`src/rtl/axis_video_pkg.sv`:
```
// Shared types and FIFO word layout for the AXIS video transmit path.
// A FIFO word is {last, user, data[DATA_W-1:0]}.
package axis_video_pkg;

  localparam int DEF_DATA_W = 8;
  localparam int USER_BIT   = DEF_DATA_W;
  localparam int LAST_BIT   = DEF_DATA_W + 1;

  typedef enum logic {
    SEARCH = 1'b0,
    RUN    = 1'b1
  } state_e;

  function automatic int user_bit(input int data_w);
    return data_w + (USER_BIT - DEF_DATA_W);
  endfunction

  function automatic int last_bit(input int data_w);
    return data_w + (LAST_BIT - DEF_DATA_W);
  endfunction

endpackage

```
`src/rtl/axis_sync_fifo.sv`:
```
// First-word-fall-through synchronous FIFO with one extra pointer bit for full/empty.
// Also exposes the entry behind the head so a registered output stage can run at full rate.
module axis_sync_fifo #(
  parameter int WIDTH = 10,
  parameter int DEPTH = 16
) (
  input  logic             clk,
  input  logic             reset,
  input  logic             push,
  input  logic             pop,
  input  logic [WIDTH-1:0] din,
  output logic [WIDTH-1:0] dout,
  output logic [WIDTH-1:0] dout_nxt,
  output logic             full,
  output logic             empty,
  output logic             multi
);

  localparam int AW = $clog2(DEPTH);

  logic [WIDTH-1:0] mem_q [DEPTH];
  logic [AW:0]      wr_q;
  logic [AW:0]      rd_q;
  logic [AW:0]      count;
  logic [AW-1:0]    rd_nxt_idx;
  logic             do_push;
  logic             do_pop;

  assign count      = wr_q - rd_q;
  assign full       = (count == (AW+1)'(DEPTH));
  assign empty      = (wr_q == rd_q);
  assign multi      = (count >= (AW+1)'(2));
  assign do_push    = push && (!full || pop);
  assign do_pop     = pop && !empty;
  assign rd_nxt_idx = rd_q[AW-1:0] + AW'(1);
  assign dout       = mem_q[rd_q[AW-1:0]];
  assign dout_nxt   = mem_q[rd_nxt_idx];

  always_ff @(posedge clk) begin
    if (do_push) begin
      mem_q[wr_q[AW-1:0]] <= din;
    end
  end

  always_ff @(posedge clk) begin
    if (!reset) begin
      wr_q <= '0;
      rd_q <= '0;
    end else begin
      if (do_push) begin
        wr_q <= wr_q + (AW+1)'(1);
      end
      if (do_pop) begin
        rd_q <= rd_q + (AW+1)'(1);
      end
    end
  end

endmodule

```
`src/rtl/axis_video_tx.sv`:
```
// Timing-based pixel stream (data/de/vsync) to AXIS video with tUser on SOF and tLast on EOL.
// A one-pixel hold stage waits for de to fall so tLast is known before the word enters the FIFO.
module axis_video_tx
  import axis_video_pkg::*;
#(
  parameter int DATA_W     = DEF_DATA_W,
  parameter int FIFO_DEPTH = 16
) (
  input  logic              clk,
  input  logic              reset,
  input  logic [DATA_W-1:0] vid_data,
  input  logic              vid_de,
  input  logic              vid_vsync,
  output logic [DATA_W-1:0] AXIS_Out_tData,
  output logic              AXIS_Out_tValid,
  input  logic              AXIS_Out_tReady,
  output logic              AXIS_Out_tUser,
  output logic              AXIS_Out_tLast,
  output logic              overflow,
  output logic [15:0]       frame_count
);

  localparam int UB = user_bit(DATA_W);
  localparam int LB = last_bit(DATA_W);
  localparam int WW = DATA_W + 2;

  state_e            state_q;
  logic              sof_pending_q;
  logic              hold_valid_q;
  logic              hold_sof_q;
  logic [DATA_W-1:0] hold_data_q;
  logic              overflow_q;
  logic [15:0]       frame_count_q;
  logic              tvalid_q;
  logic [WW-1:0]     out_word_q;

  logic [WW-1:0]     push_word;
  logic [WW-1:0]     fifo_dout;
  logic [WW-1:0]     fifo_dout_nxt;
  logic              fifo_full;
  logic              fifo_empty;
  logic              fifo_multi;
  logic              fifo_pop;
  logic              drop;
  logic              capture;

  always_comb begin
    push_word                = '0;
    push_word[DATA_W-1:0]    = hold_data_q;
    push_word[UB]            = hold_sof_q;
    push_word[LB]            = ~vid_de;
  end

  assign fifo_pop = tvalid_q && AXIS_Out_tReady;
  assign drop     = hold_valid_q && fifo_full && !fifo_pop;
  assign capture  = (state_q == RUN) && vid_de && !drop;

  axis_sync_fifo #(
    .WIDTH (WW),
    .DEPTH (FIFO_DEPTH)
  ) u_fifo (
    .clk      (clk),
    .reset    (reset),
    .push     (hold_valid_q),
    .pop      (fifo_pop),
    .din      (push_word),
    .dout     (fifo_dout),
    .dout_nxt (fifo_dout_nxt),
    .full     (fifo_full),
    .empty    (fifo_empty),
    .multi    (fifo_multi)
  );

  // Frame lock FSM, hold stage and status counters; an overflow drops the held pixel and re-locks.
  always_ff @(posedge clk) begin
    if (!reset) begin
      state_q       <= SEARCH;
      sof_pending_q <= 1'b0;
      hold_valid_q  <= 1'b0;
      hold_sof_q    <= 1'b0;
      hold_data_q   <= '0;
      overflow_q    <= 1'b0;
      frame_count_q <= 16'd0;
    end else begin
      hold_valid_q <= capture;
      if (capture) begin
        hold_data_q <= vid_data;
        hold_sof_q  <= sof_pending_q;
      end
      if (drop) begin
        overflow_q <= 1'b1;
      end
      if (hold_valid_q && !drop && hold_sof_q) begin
        frame_count_q <= frame_count_q + 16'd1;
      end
      case (state_q)
        SEARCH: begin
          if (vid_vsync) begin
            state_q       <= RUN;
            sof_pending_q <= 1'b1;
          end
        end
        RUN: begin
          if (drop) begin
            state_q       <= SEARCH;
            sof_pending_q <= 1'b0;
          end else if (vid_vsync) begin
            sof_pending_q <= 1'b1;
          end else if (capture) begin
            sof_pending_q <= 1'b0;
          end
        end
        default: begin
          state_q       <= SEARCH;
          sof_pending_q <= 1'b0;
        end
      endcase
    end
  end

  // Output register mirrors the FIFO head; the head itself is popped only on handshake.
  always_ff @(posedge clk) begin
    if (!reset) begin
      tvalid_q   <= 1'b0;
      out_word_q <= '0;
    end else if (!tvalid_q || AXIS_Out_tReady) begin
      if (tvalid_q) begin
        tvalid_q <= fifo_multi;
        if (fifo_multi) begin
          out_word_q <= fifo_dout_nxt;
        end
      end else begin
        tvalid_q <= !fifo_empty;
        if (!fifo_empty) begin
          out_word_q <= fifo_dout;
        end
      end
    end
  end

  assign AXIS_Out_tValid = tvalid_q;
  assign AXIS_Out_tData  = out_word_q[DATA_W-1:0];
  assign AXIS_Out_tUser  = out_word_q[UB];
  assign AXIS_Out_tLast  = out_word_q[LB];
  assign overflow        = overflow_q;
  assign frame_count     = frame_count_q;

endmodule

```
`config.mk`:
```
export PLATFORM = sky130hd
export DESIGN_NAME = axis_video_tx
export DESIGN_NICKNAME = d
export VERILOG_FILES = /design/src/rtl/axis_video_pkg.sv /design/src/rtl/axis_sync_fifo.sv /design/src/rtl/axis_video_tx.sv
export SDC_FILE = /design/constraint.sdc
export NUM_CORES = 1
export LEC_CHECK = 0
export BUFFER_PORTS_ARGS = -buffer_cell sky130_fd_sc_hd__buf_2
export CAP_MARGIN = 10
export CORE_MARGIN = 1
export CORE_UTILIZATION = 60
export DETAILED_ROUTE_END_ITERATION = 10
export PLACE_DENSITY = 0.78
export SYNTH_ARGS = -nofsm -noshare
export SYNTH_HDL_FRONTEND = slang
export SYNTH_SLANG_ARGS = --single-unit
```
`constraint.sdc`:
```
create_clock -name clk -period 4.4 [get_ports clk]
set_input_delay 0.22 -clock clk [delete_from_list [all_inputs] [get_ports clk]]
set_output_delay 0.22 -clock clk [all_outputs]
set_load 0.05 [all_outputs]
```
# ---- Word-level counts from Yosys, hierarchy flattened
# Memory sizes are Yosys's and may differ from the RTL's. A register that Yosys moved wholly into a read port is not among the register bits.
# Cells that the tools add are included.
dict set report op_classes {
  magnitude_cmp 1
  eq_ne 6
  multipliers 0
  n_reduce_logical 18
  n_shift 0
  mux 16
  bitwise 2
  div 0
  add_sub_neg 5
}
# op n
set op_table {}
lappend op_table {{10-bit 2-to-1 mux} 3}
lappend op_table {{16-bit by 1-bit adder with 16-bit output, second input constant} 1}
lappend op_table {{5-bit by 1-bit adder with 5-bit output, second input constant} 2}
lappend op_table {{1-bit logical AND} 9}
lappend op_table {{1-bit 2-to-1 mux} 9}
lappend op_table {{4-bit 2-to-1 mux} 2}
lappend op_table {{5-bit == test} 1}
lappend op_table {{5-bit == test, second input constant} 1}
lappend op_table {{5-bit by 2-bit greater-or-equal comparator with 1-bit output, second input constant} 1}
lappend op_table {{1-bit zero test} 5}
lappend op_table {{5-bit subtractor} 1}
lappend op_table {{4-bit by 1-bit adder with 4-bit output, second input constant} 1}
lappend op_table {{2-bit != test, second input constant} 2}
lappend op_table {{4-bit by 2-bit != test with 1-bit output, second input constant} 1}
lappend op_table {{1-bit one-hot mux with 2 select lines} 2}
lappend op_table {{3-bit AND reduction} 1}
lappend op_table {{1-bit logical OR} 2}
lappend op_table {{2-bit by 1-bit != test with 1-bit output, second input constant} 1}
lappend op_table {{1-bit NOT} 2}
lappend op_table {{2-bit AND reduction} 1}
dict set report totals {
  ram_bits 160
  in_bits 13
  ff_bits 50
  memories 1
  romBits 0
  out_inout_bits 28
  latch_bits 0
  wordCells 60
}
# name words width rd rd_ports_with_merged_regs write_ports line
set mem_list {}
lappend mem_list {u_fifo.mem_q 16 10 2 1 1 axis_sync_fifo.sv:21} ;# logic [WIDTH-1:0] mem_q [DEPTH];

# ---- Logic depth before layout (Yosys ltp)
# Gate-level depths: netlist of the first run.
dict set report logic_depth {
  depth_word 10
  mapped_depth 12
}

# ---- Hierarchy
# Synthesis of the first run repeated with hierarchy kept, for this count alone.
dict set report unflattened {
  hier_cells 603
  area_unflattened_um2 10078.4
}
# mod instances area_per_inst_um2 cells_each
set by_module_without_submodules {}
lappend by_module_without_submodules {axis_sync_fifo 1 8319.2 423}
lappend by_module_without_submodules {axis_video_tx 1 1759.2 180}

# ---- Worst setup path after synthesis of the first run
# Ideal clock, no wire load.
dict set report synth_timing {
  path_kind {register to register}
  startpoint {register u_fifo.wr_q[0]}
  endpoint {memory u_fifo.mem_q[11][0], enable pin}
  required_ps 4057
  n_path_buf 2
  setup_ps 343
  period_less_slack_ps 2891
  stages_incl_launch_ff 12
  arrival_ps 2548
  setup_slack_ps 1509
  path_cell_list {dfxtp_1 inv_1 ha_1 fa_1 and2b_1 o21ai_2 a21oi_2 nand4b_4 buf_8 o21a_1 clkbuf_2 and3_1}
}
dict set report synth_between {
  elab_chain_cells 7
}
# item line
set synth_rtl {}
lappend synth_rtl {{start: declaration} axis_sync_fifo.sv:22} ;# logic [AW:0] wr_q;
lappend synth_rtl {{start signal: assignment} axis_sync_fifo.sv:51} ;# wr_q <= wr_q + (AW+1)'(1);
lappend synth_rtl {{5-bit subtractor} axis_sync_fifo.sv:29} ;# assign count = wr_q - rd_q;
lappend synth_rtl {{5-bit == test} axis_sync_fifo.sv:30} ;# assign full = (count == (AW+1)'(DEPTH));
lappend synth_rtl {{1-bit zero test} axis_sync_fifo.sv:33} ;# assign do_push = push && (!full || pop);
lappend synth_rtl {{1-bit logical OR} axis_sync_fifo.sv:33}
lappend synth_rtl {{1-bit logical AND} axis_sync_fifo.sv:33}
lappend synth_rtl {{1-bit 2-to-1 mux} axis_sync_fifo.sv:40} ;# if (do_push) begin
lappend synth_rtl {{1-bit 2-to-1 mux (implied by the code)} axis_sync_fifo.sv:41} ;# mem_q[wr_q[AW-1:0]] <= din;
lappend synth_rtl {{end: declaration} axis_sync_fifo.sv:21}
# Parallel ways exist; a longest one is shown, timed or not.

# ---- Worst setup path after layout of the first run
dict set report layout_timing {
  startpoint {register u_fifo.wr_q[0]}
  endpoint {memory u_fifo.mem_q[15][9], enable pin}
}
# The elaborated chain is that of the path after synthesis.

==> results of run 1 <==
-- through the flow --
step                hold slack, ns  utilization
floorplan                    0.358            -
global placement             0.443        0.645
detailed placement           0.450        0.645
CTS                          0.104        0.698
global route                 0.105        0.698
finish                       0.116        0.698
-- timing repair --
item / CTS / global route
resized for setup: 0 / 0
endpoints found under the hold margin: 9 / 0
hold buffers: 9 / 0
-- worst max-delay path, cell delays in order (launching register included) --
cell and delay, ns:
dfxtp_1 0.42, inv_1 0.12, ha_1 0.22, fa_1 0.39, and2b_1 0.26, o21ai_2 0.09
a21oi_2 0.17, nand4b_4 0.24, o21a_1 0.53, and3_1 0.64
-- logic make-up after synthesis --
group / Yosys count / synth area share
xor+xnor: 15 / 0.0146
simple gates: 125 / 0.0710
flops: 214 / 0.588
buf+inv: 54 / 0.0271
fa+ha+maj: 11 / 0.0145
compound gates: 99 / 0.0737
mux: 132 / 0.211
-- power by group --
group | switching [mW] | internal, mW
clock network | 0.775 | 1.12
logic | 0.0922 | 0.0494
registers | 0.0321 | 2.18
-- worst max path at each step --
stage / to / slack [ns] / cells after the start
final: u_fifo.mem_q[15][9] / 0.93 / 9
after global routing: u_fifo.wr_q[4] / 0.78 / 10
after CTS: u_fifo.mem_q[15][9] / 1.01 / 9
after detailed placement: u_fifo.mem_q[15][0] / 1.03 / 9
after global placement: u_fifo.mem_q[15][7] / 1.21 / 9
after floorplan: u_fifo.mem_q[11][0] / 1.51 / 11
-- cells in the final DEF, fill, tap and decap left out, types with 6 or more instances in the layout --
cell / instances
edfxtp_1: 160
a22oi_1: 10
mux2i_1: 66
ha_1: 9
and3_1: 18
nor2_1: 28
a2111oi_0: 7
mux4_2: 63
nand3_1: 20
buf_2: 40
clkinv_2: 8
and2_1: 8
clkbuf_16: 24
dlygate4sd3_1: 9
o21ai_0: 16
xnor2_1: 9
nor2b_1: 14
a31oi_1: 10
a221oi_1: 7
or3_1: 6
inv_1: 12
nand2_1: 14
a32o_1: 10
a21oi_1: 10
dfxtp_1: 52
buf_4: 12
-- registers in the layout, summed over array words and instances, names as in the netlist, named ones only --
name / cells
state_q: 1
overflow: 1
frame_count: 16
u_fifo.wr_q: 5
u_fifo.rd_q: 5
hold_sof_q: 1
AXIS_Out_tValid: 1
u_fifo.mem_q: 160
hold_valid_q: 1
sof_pending_q: 1
hold_data_q: 8
out_word_q: 10
-- synthesized netlist by cell type, drive strengths merged (7+ instances only) --
cell / count
inv: 12
ha: 10
mux4: 63
a2111oi: 7
a21oi: 11
a22oi: 10
mux2i: 66
edfxtp: 160
a221oi: 7
nand3: 21
nand2: 14
and2: 8
clkbuf: 13
o21ai: 23
a32o: 10
and3: 18
dfxtp: 54
xnor2: 9
a31oi: 10
nor2b: 14
nor2: 28
buf: 29
-- layer usage --
| layer | up-vias | part of all wire | track usage |
|---|---|---|---|
| met4 | 2 | 0.020 | 0.0693 |
| met3 | 64 | 0.11 | 0.0729 |
| li1 | 2710 | - | - |
| met2 | 458 | 0.47 | 0.465 |
| met1 | 3229 | 0.39 | 0.436 |
| met5 | - | 0.00043 | 0 |
-- layout make-up --
type                       instances  area (um^2)  area share
clock inverter                    12         86.3     0.00771
clock buffer                      30          663      0.0592
inverter                          12         45.0     0.00402
timing repair buffer              61          380      0.0340
multi-input combinational        382         3870       0.345
sequential                       214         5890       0.526
tap                              216          270      0.0241
==> run metrics, run 1 <==
Worst setup startpoint=u_fifo.wr_q[0]; share of the yosys chip area belonging to registers=0.588; R2R Setup Slk=approximately 0.93 ns; Mapped Nets=between 600 and 700; gr usage total=0.301; final antenna-violating net count=0; Hold Crit Class=input port to register; Post-Synthesis Cells=650; core area=roughly 16,000 um^2; WL/cell=27.4 um; top_reg_cell synth=edfxtp_1; Post-CTS Setup Bufs=0; crit start category=register; Max transition margin=0.175; RR Endpoint=u_fifo.mem_q[15][9]; # setup viols final=0; FILL cells=a little over 1k; clk buf depth=3; IO Count=slightly above 40; worst hold stages=3; total leakage power=roughly 3.7 nW; main area contributors after synthesis=edfxtp_1 48%, mux4_2 14%, dfxtp_1 11%; Sum Neg Setup Slack=0 ns; via count=between 6k and 7k; Nets=roughly 720; highest clock rate=0.289 GHz; RR Startpoint=u_fifo.wr_q[0]; PnR worst setup slack=0.934 ns; Placement Setup Slack=approximately 1.0 ns; Netlist cell types=between 50 and 60; Post-Route WL=about 25,000 um; CTS tree=built; DP HPWL=~17,000 um; Critical Path RT=about 4.5 ns; CTS Buf Count=23; crit path time final=approximately 3.5 ns; port bufs=40; Core Rows=46; outcome=finished, final reports clean; first-pass GRT wire length=38,800 um; Worst Hold End=AXIS_Out_tValid; DIE HEIGHT=around 130 um; Final Slew Violations=0; worst min-delay path startpoint=AXIS_Out_tReady; critical-path maximum fanout=19; total power=between 4 and 5 mW; GRT overflow=0; worst-margin pin slew=1.24 ns; largest net degree at the start of global routing=between 40 and 50; vias in the first global route=approximately 6.4k; RSZ-0062 raised after global routing=false; Placed Cells=around 880; Pwr Density=roughly 380 nW/um^2; CP arrival=3.60 ns; IR drop worst, VDD=approximately 350 uV; Yosys reg bits=214; Die Wd=approximately 130 um; MaxCap Viol Count=0; CP Class=register to register; clock root buffer=clkbuf_16; reg2reg path depth=9; synth warn=0; starting density of the core=0.623; fin cells=927; die area=roughly 17,000 um^2; endpoint class of the critical path=register; synthesized area per cell=15.4 um^2; clock sink count=about 210; area of the mapped netlist=around 10,000 um^2; share of the synthesized area in the top cell type=0.480; Area Overhead vs Synth=11.9%; post-DR vias/cell=6.97; n_diodes=0; Synth area leader=edfxtp_1; TritonRoute pass-1 iters=5; DRC Markers=0; DR iter-0 viols=a little over 800; final instance area=around 11,000 um^2; Final Hold Viols=0; Layout Skew=between 0.01 and 0.015 ns; antenna violations before repair=2; H-Tree Depth=1; layout cells sized above 1=0.242; Placer Congestion=~0.87; asr flop ratio synth=0; Placed Area=10,400 um^2; Post-synth EDFFs=160; clk slew on worst S/H paths=~0.060 ns; worst-skew pair later-pin latency=between 0.5 and 0.6 ns; Final Cycle Share=0.788
No activity file was read; power rests on OpenSTA's default activity.
==> run 2: changes to the inputs <==
Clock period 4.4 ns to 3.47 ns, I/O delays scaled along.
==> run metrics, run 2 (synthesis results as in run 1) <==
gr usage total=0.287 (-0.0147); Post-CTS Setup Bufs=0 (unchanged); Max transition margin=0.265 (+0.0902); CTS Buf Count=22 (-4.3%); worst hold stages=3 (unchanged); Layout Skew=0.0120 ns (-0.000964 ns); clk buf depth=3 (unchanged); DR iter-0 viols=947 (+16%); clock root buffer=clkbuf_16; worst-margin pin slew=1.10 ns (-0.135 ns); crit start category=register; Final Hold Viols=0 (unchanged); H-Tree Depth=1 (unchanged); crit path time final=3.27 ns (-0.197 ns); met2 routed WL=11,500 um (-3.6%); Final Slew Violations=0 (unchanged); RSZ-0062 raised after global routing=false; Hold Crit Class=input port to register; antenna violations before repair=0 (-2); total leakage power=3.68 nW (-0.26%); Final Util=0.700 (+0.00203); commonest non-fill, non-tap cell in the layout=edfxtp_1; CP peak stage delay=0.67 ns (+0.03 ns); Sum Neg Setup Slack=0 ns (unchanged); n_diodes=0 (unchanged); MaxCap Viol Count=0 (unchanged); IO Count=41 (unchanged); WL/cell=26.1 um (-4.5%); worst-skew pair later-pin latency=0.50 ns (about the same); endpoint class of the critical path=register; Post-Route WL=24,300 um (-4.4%); Metal-1 WL=9820 um (-1.9%); final antenna-violating net count=0 (unchanged); CP Class=register to register; DIE HEIGHT=131 um (unchanged); starting density of the core=0.623 (unchanged); critical-path maximum fanout=17 (-2); CP Depth=9 (unchanged); via count=6,345 (-1.8%); Largest register FFs=160 (unchanged); CP max stage cell=and3_1; cell family with most CP delay=simple AND/OR/NAND/NOR gates; DP HPWL=16,200 um (-4.6%); first-pass GRT wire length=37,300 um (-3.8%); layout cells sized above 1=0.247 (+0.00528); CP Cell Sequence=inv_1, ha_1, fa_1, and2b_1, o21ai_2, a21oi_2, nand4b_4, o21a_1, and3_1; Final Cycle Share=0.942 (+0.154); top sig layer=met4; Core Rows=46 (unchanged); Pwr Density=471 nW/um^2 (+24%); wire length on met3=2440 um (-16%); clock sink count=214 (unchanged); highest clock rate=0.306 GHz (+6.0%); die area=17,200 um^2 (unchanged); Critical Path RT=3.59 ns (-0.95 ns); reg2reg path depth=9 (unchanged); CTS tree=built; Nets=720 (+0.28%); Area Overhead vs Synth=12.2%; largest net degree at the start of global routing=42 (+2.4%); vias in the first global route=6,265 (-1.9%); DRC Markers=0 (unchanged); GRT overflow=0 (unchanged); clk slew on worst S/H paths=0.06 ns (about the same); # setup viols final=0 (unchanged); Critical path buffers and inverters=1 (unchanged); outcome=finished, final reports clean; TritonRoute pass-1 iters=5 (unchanged); Die Wd=131 um (unchanged); CP arrival=3.39 ns (-0.21 ns); post-DR vias/cell=6.84 (-1.9%); port bufs=40 (unchanged); core area=16,100 um^2 (unchanged); most frequent cells in the layout=160 x edfxtp_1, 66 x mux2i_1, 63 x mux4_2; IR drop worst, VDD=352 uV (-0.33%); Placer Congestion=0.882 (+1.5%)
[run 2: cell types whose count changed in the layout (fill, tap and decap cells not counted), sizes merged]
cell,change
buf,+3
clkbuf,-4
clkinv,-1
clkinvlp,+3
[run 2: final cells by class]
| cell class | instances | area [um^2] |
|---|---|---|
| clock buffers | 26 | 597 |
| flip-flops and latches | 214 | 5890 |
| multi-input cells | 382 | 3870 |
| inverters | 12 | 45.0 |
| well taps | 216 | 270 |
| clock inverters | 14 | 124 |
| repair buffers | 64 | 440 |
| fillers | 1051 | 4820 |
[run 2: final timing paths]
| path | startpoint | to | slack [ns] |
|---|---|---|---|
| min | AXIS_Out_tReady | AXIS_Out_tValid | 0.05 |
| min reg2reg | overflow | overflow | 0.47 |
| max reg2reg | u_fifo.wr_q[0] | u_fifo.mem_q[2][6] | 0.20 |
| max | u_fifo.wr_q[0] | u_fifo.mem_q[2][6] | 0.20 |
[run 2: power by group]
part / switching, mW / internal (mW) / leakage [nW]
Clock: 0.994 / 1.33 / 0.350
Combinational: 0.110 / 0.0645 / 1.41
Sequential: 0.0419 / 2.76 / 1.92
[run 2: metal layers]
metal	vias up	global-route usage
li1	2704	-
met1	3196	0.422
met2	406	0.448
met3	39	0.0498
met4	0	0.0693
met5	-	0
[run 2: repair_timing]
| action | 4_1_cts | 5_1_grt |
|---|---|---|
| endpoints found under the setup margin | 0 | 2 |
| hold endpoints to repair | 10 | 0 |
| resized for setup | 0 | 1 |
| hold buffers | 9 | 0 |
[run 2: tightest hold or removal path, stage by stage]
cell and delay, ns:
buf_2 0.09, a21boi_0 0.07, o21a_1 0.17
[run 2: metrics by stage]
step | std cells | worst slack, ns | hold slack, ns | total power, mW | area [um^2]
2_1_floorplan | 650 | 0.579 | 0.311 | 2.96 | 10000
5_1_grt | 928 | 0.00171 | 0.0823 | 5.42 | 11200
3_3_place_gp | 879 | 0.414 | 0.404 | 3.01 | 10400
6_report | 928 | 0.201 | 0.0541 | 5.30 | 11200
4_1_cts | 928 | 0.176 | 0.0427 | 5.30 | 11200
3_5_place_dp | 879 | 0.259 | 0.411 | 3.02 | 10400
